$ cat src/rtl/keypad_pkg.sv
// keypad_pkg: shared FSM states, keypad geometry and the row-priority helper
package keypad_pkg;

    localparam int NUM_COLS = 4;
    localparam int NUM_ROWS = 4;
    localparam int CODE_W   = 4;

    typedef enum logic [1:0] {SCAN, DEBOUNCE, HELD, RELEASE} state_t;

    function automatic logic [1:0] low_row(input logic [NUM_ROWS-1:0] rows);
        return !rows[0] ? 2'd0 : !rows[1] ? 2'd1 : !rows[2] ? 2'd2 : 2'd3;
    endfunction

endpackage

$ cat src/rtl/keypad_matrix_scanner_tick.sv
// scan_tick_gen: free-running modulo-DIV counter with a one-cycle terminal-count tick
module scan_tick_gen #(
    parameter int DIV = 1000
) (
    input  logic clock,
    input  logic reset,
    output logic tick
);

    localparam int W = $clog2(DIV);

    logic [W-1:0] cnt;

    assign tick = cnt == W'(DIV - 1);

    always_ff @(posedge clock) begin
        if (reset || tick)
            cnt <= '0;
        else
            cnt <= cnt + W'(1);
    end

endmodule

$ cat src/rtl/keypad_matrix_scanner.sv
// keypad_matrix_scanner: 4x4 keypad column scan with press/release debounce and a one-entry key buffer
module keypad_matrix_scanner
    import keypad_pkg::*;
#(
    parameter int SCAN_DIV = 1000,
    parameter int DEBOUNCE = 4
) (
    input  logic                clock,
    input  logic                reset,
    output logic [NUM_COLS-1:0] key_col,
    input  logic [NUM_ROWS-1:0] key_row,
    output logic [CODE_W-1:0]   key_code,
    output logic                key_valid,
    input  logic                key_ack,
    output logic                key_held,
    output logic                overrun
);

    localparam int DW = $clog2(DEBOUNCE + 1);
    localparam logic [DW-1:0] DEB_LAST = DW'(DEBOUNCE - 1);

    state_t              state;
    logic [NUM_ROWS-1:0] row_meta, row_s;
    logic [1:0]          col_idx, row_idx;
    logic [DW-1:0]       deb_cnt;
    logic                tick, any_low, row_low, emit;

    scan_tick_gen #(.DIV(SCAN_DIV)) u_tick (
        .clock(clock),
        .reset(reset),
        .tick (tick)
    );

    always_ff @(posedge clock) begin
        if (reset) begin
            row_meta <= '1;
            row_s    <= '1;
        end else begin
            row_meta <= key_row;
            row_s    <= row_meta;
        end
    end

    assign any_low = ~&row_s;
    assign row_low = ~row_s[row_idx];
    // A single-sample debounce accepts the key straight from SCAN
    assign emit = tick && ((state == SCAN && any_low && DEBOUNCE == 1) ||
                           (state == keypad_pkg::DEBOUNCE && row_low && deb_cnt == DEB_LAST));

    always_ff @(posedge clock) begin
        if (reset) begin
            state    <= SCAN;
            col_idx  <= '0;
            key_col  <= 4'b1110;
            row_idx  <= '0;
            deb_cnt  <= '0;
            key_held <= 1'b0;
        end else if (tick) begin
            case (state)
                SCAN: begin
                    if (any_low) begin
                        row_idx  <= low_row(row_s);
                        deb_cnt  <= DW'(1);
                        state    <= (DEBOUNCE == 1) ? HELD : keypad_pkg::DEBOUNCE;
                        key_held <= DEBOUNCE == 1;
                    end else begin
                        col_idx <= col_idx + 2'd1;
                        key_col <= {key_col[2:0], key_col[3]};
                    end
                end
                keypad_pkg::DEBOUNCE: begin
                    if (!row_low) begin
                        state   <= SCAN;
                        col_idx <= col_idx + 2'd1;
                        key_col <= {key_col[2:0], key_col[3]};
                    end else if (deb_cnt == DEB_LAST) begin
                        state    <= HELD;
                        key_held <= 1'b1;
                    end else begin
                        deb_cnt <= deb_cnt + DW'(1);
                    end
                end
                HELD: begin
                    if (!row_low) begin
                        deb_cnt <= DW'(1);
                        if (DEBOUNCE == 1) begin
                            state    <= SCAN;
                            key_held <= 1'b0;
                            col_idx  <= col_idx + 2'd1;
                            key_col  <= {key_col[2:0], key_col[3]};
                        end else begin
                            state <= RELEASE;
                        end
                    end
                end
                RELEASE: begin
                    if (row_low) begin
                        state <= HELD;
                    end else if (deb_cnt == DEB_LAST) begin
                        state    <= SCAN;
                        key_held <= 1'b0;
                        col_idx  <= col_idx + 2'd1;
                        key_col  <= {key_col[2:0], key_col[3]};
                    end else begin
                        deb_cnt <= deb_cnt + DW'(1);
                    end
                end
            endcase
        end
    end

    always_ff @(posedge clock) begin
        if (reset) begin
            key_code  <= '0;
            key_valid <= 1'b0;
            overrun   <= 1'b0;
        end else if (emit) begin
            if (!key_valid || key_ack) begin
                key_code  <= {col_idx, (state == SCAN) ? low_row(row_s) : row_idx};
                key_valid <= 1'b1;
            end else begin
                overrun <= 1'b1;
            end
        end else if (key_ack) begin
            key_valid <= 1'b0;
        end
    end

endmodule

$ cat config.mk
export PLATFORM = sky130hd
export DESIGN_NAME = keypad_matrix_scanner
export DESIGN_NICKNAME = d
export VERILOG_FILES = /design/src/rtl/keypad_pkg.sv /design/src/rtl/keypad_matrix_scanner_tick.sv /design/src/rtl/keypad_matrix_scanner.sv
export SDC_FILE = /design/constraint.sdc
export NUM_CORES = 1
export LEC_CHECK = 0
export ABC_CLOCK_PERIOD_IN_PS = 1900
export CORE_AREA = 4 4 63 65
export CTS_BUF_LIST = sky130_fd_sc_hd__clkbuf_8
export CTS_CLUSTER_SIZE = 10
export DETAILED_ROUTE_END_ITERATION = 8
export DIE_AREA = 0 0 67 69
export PLACE_DENSITY = 0.75
export SLEW_MARGIN = 0
export SYNTH_ARGS = -nofsm -noshare
export SYNTH_HDL_FRONTEND = slang
export SYNTH_SLANG_ARGS = --single-unit
$ cat constraint.sdc
create_clock -name clock -period 1.9 [get_ports clock]
set_input_delay 0.285 -clock clock [delete_from_list [all_inputs] [get_ports clock]]
set_output_delay 0.285 -clock clock [all_outputs]
set_load 0.05 [all_outputs]
==> summary.md <==
| Metric | Value |
|---|---|
| CTS tree | built |
| Hold EP | row_s[0]$_SDFF_PP1_ |
| Simple logic cell fraction of the synthesized area | 25.3% |
| Worst-Margin Slew | 0.505 ns |
| Largest net degree at the start of global routing | 25 |
| Max Buffers Root-to-Sink | 2 |
| EDFF count, synth | 0 |
| Detail Placement HPWL | 2720 µm |
| Yosys cell types | 46 |
| Share of cells above drive strength 1 | 23.0% |
| I/O Buffers | 17 |
| FF-to-FF End | col_idx[0]$_SDFFE_PP0P_ |
| Syn_nets | 201 |
| Leak pwr | 0.832 nW |
| Dominant cell type by area after synthesis | dfxtp_1 |
| Synthesized instance count | 190 |
| Post-Synth XOR/XNOR Area | 4.05% |
| Site Rows | 21 |
| Internal | 1.14 mW |
| Final setup margin | 0.0750 ns |
| Post-synthesis compound-gate area fraction | 15.8% |
| Syn-to-layout area delta | 26.0% |
| Fmax | 0.548 GHz |
| CP Data Arrival Time | 2.05 ns |
| Mapped cell area | 1730 µm² |
| All-Layer GR Usage | 17.4% |
| CTS buffer count | 5 |
| Die span in x | 67 µm |
| #FFs+latches synth | 38 |
| CP Launch Point | u_tick.cnt[1]$_SDFF_PP0_ |
| Top cells by area, synth | dfxtp_1, or2_2, nand2_1 |
| CP Max Fanout | 7 |
| Post-synthesis average cell area | 9.11 µm² |
| Worst-path clk slew | 0.07 ns |
| Starting Density | 51.9% |
| Commonest non-fill, non-tap cell in the layout | dfxtp_1 |
| Skew final | 0.00586 ns |
| Crit path kind | reg2reg |
| First-pass GRT wire length | 6270 µm |
| Psw | 0.313 mW |
| Antenna diode count | 0 |
| Finished Core Util | 65.4% |
| H-tree depth | 2 |
| Commonest cells after routing, fill and taps aside | dfxtp_1, buf_4, clkdlybuf4s50_1 |
| Worst reg2reg setup slack | 0.08 ns |
| Fin crit share | 96.1% |
| Sequential share of the synthesized area | 43.9% |
| DR iter-0 viols | 119 |
| Comb pwr share | 6.6% |
| Slew Limit Fails | 0 |
| Via density | 5.72 |
| Worst hold path class | reg2reg |
| Pre-CTS worst setup slack | -0.000716 ns |
| CP required | 2.13 ns |
| Clock latency on the worst-skew pair | 0.29 ns |
| Net Sw Frac | 21.6% |
| Primary FF master, synth | dfxtp_1 |
| Wire per inst | 13.9 µm |
| PD cells | 664 nW/µm² |
| Hold depth | 1 |
| Hold path startpoint | row_meta[0]$_SDFF_PP1_ |
| DRC Markers | 0 |
| Reg2Reg Depth | 5 |
| Largest family of logic cells by synthesized area | simple AND/OR/NAND/NOR gates |
| Worst slew margin | 66.2% |
| Gr ovfl total | 0 |
| Asr flop ratio synth | 0% |
| Fin. Hold Viols | 0 |
| Max Cap Violations | 0 |
| Top-area cell type share of the netlist area | 43.9% |
| Number of global-route vias before repair | 1394 |
| Setup-failing EPs final | 0 |
| CP endpoint kind | flip-flop |
| I/O pins | 18 |
| Via count | 1532 |
| Root buf cell | clkbuf_8 |
| Die height | 69 µm |
| Final ANT Viol Nets | 0 |
| Crit start category | flip-flop |
| Final weighted congestion in routability-driven placement | 0.800 |
| Post-synthesis mux area share | 4.91% |
| First-pass DRT Iterations | 4 |
| Initial antenna violation count | 0 |
| Post-route minimum period | 1.82 ns |
| Final #Nets | 234 |
| R2r startpoint | u_tick.cnt[1]$_SDFF_PP0_ |
| Die footprint | 4620 µm² |
| Status | finished clean |
| Max IR drop VDD | 0.000444 V |
| Core Box Area | 3340 µm² |
| Filler cells | 280 |
| Post-synthesis adder-cell area fraction | 2.89% |
| DRT Wirelength | 3720 µm |
| Clock Power Share | 36.7% |
| Clock Sinks | 38 |
| Sequential group share of total power | 56.6% |
| YS warnings | 0 |
[Yosys cell counts (4+ instances only)]
library cell / number
dfxtp_1: 38
nand2_1: 16
nor2_1: 15
a21oi_1: 10
or2_2: 10
clkbuf_1: 8
o21ai_0: 8
nand4_1: 7
nand3_1: 6
xnor2_1: 6
a31oi_1: 5
inv_1: 5
ha_1: 4
mux2i_1: 4
[worst max-delay path by stage]
| stage | to | slack (ns) | depth (start not counted) |
|---|---|---|---|
| CTS | col_idx[0]$_SDFFE_PP0P_ | 0.02 | 5 |
| global placement | col_idx[0]$_SDFFE_PP0P_ | 0.08 | 5 |
| floorplan | col_idx[0]$_SDFFE_PP0P_ | 0.08 | 5 |
| finish | col_idx[0]$_SDFFE_PP0P_ | 0.08 | 5 |
| detailed placement | col_idx[0]$_SDFFE_PP0P_ | -0.0007 | 5 |
| global route | col_idx[0]$_SDFFE_PP0P_ | -0.002 | 5 |
[stage by stage]
stage | total power, mW | area [µm²] | std cells | hold slack, ns | setup TNS (ns)
global route | 1.52 | 2180 | 268 | 0.424 | -0.00182
floorplan | 0.888 | 1730 | 190 | 0.389 | 0
detailed placement | 0.928 | 2040 | 260 | 0.397 | -0.000716
finish | 1.45 | 2180 | 268 | 0.409 | 0
CTS | 1.47 | 2130 | 266 | 0.412 | 0
global placement | 0.925 | 2040 | 260 | 0.397 | 0
[power groups by stage]
stage / logic [mW] / registers [mW] / clock network [mW]
global route: 0.108 / 0.822 / 0.590
detailed placement: 0.0930 / 0.835 / 0
global placement: 0.0899 / 0.835 / 0
CTS: 0.0931 / 0.817 / 0.556
finish: 0.0964 / 0.821 / 0.532
floorplan: 0.0523 / 0.835 / 0
[critical path: stages, from the launching register on]
cell and delay [ns]:
dfxtp_2 0.36, ha_4 0.15, nand4b_4 0.13, or3_4 0.43, or4_1 0.54, a21oi_2 0.15
[cells by family (layout without fill, tap and decap cells)]
group	Yosys count	after routing
simple gates	79	79
compound gates	40	40
flops	38	38
buf+inv	14	46
xor+xnor	8	8
mux	7	7
fa+ha+maj	4	4
[layer usage]
metal  up-vias  global-route usage [%]  wire length [µm]
li1        755                       -                 -
met1       720                    21.5              1650
met2        52                    27.4              1820
met3         5                    5.36               209
met4         0                    7.43                43
met5         -                       0                 0
[state kept, by name (all words and copies together), names as in the netlist, named ones only]
register	flops
row_s	4
overrun	1
col_idx	2
deb_cnt	3
key_col	4
row_idx	2
row_meta	4
state	1
u_tick.cnt	10
key_code	4
key_held	1
key_valid	1
[final cells by class]
type | count | area (µm²) | area share (%)
Timing Repair Buffer | 35 | 305 | 14.0
Tap cell | 46 | 57.6 | 2.64
Clock buffer | 6 | 82.6 | 3.78
Sequential cell | 38 | 764 | 35.0
Inverter | 5 | 18.8 | 0.860
Multi-Input combinational cell | 138 | 953 | 43.7
[timing repair]
action | CTS | global route
gates cloned | 0 | 0
buffers inserted | 0 | 2
hold buffers | 0 | 0
endpoints found under the setup margin | 1 | 5
resized for setup | 0 | 10
pin swaps | 1 | 1
(Power assumes the default switching activity.)
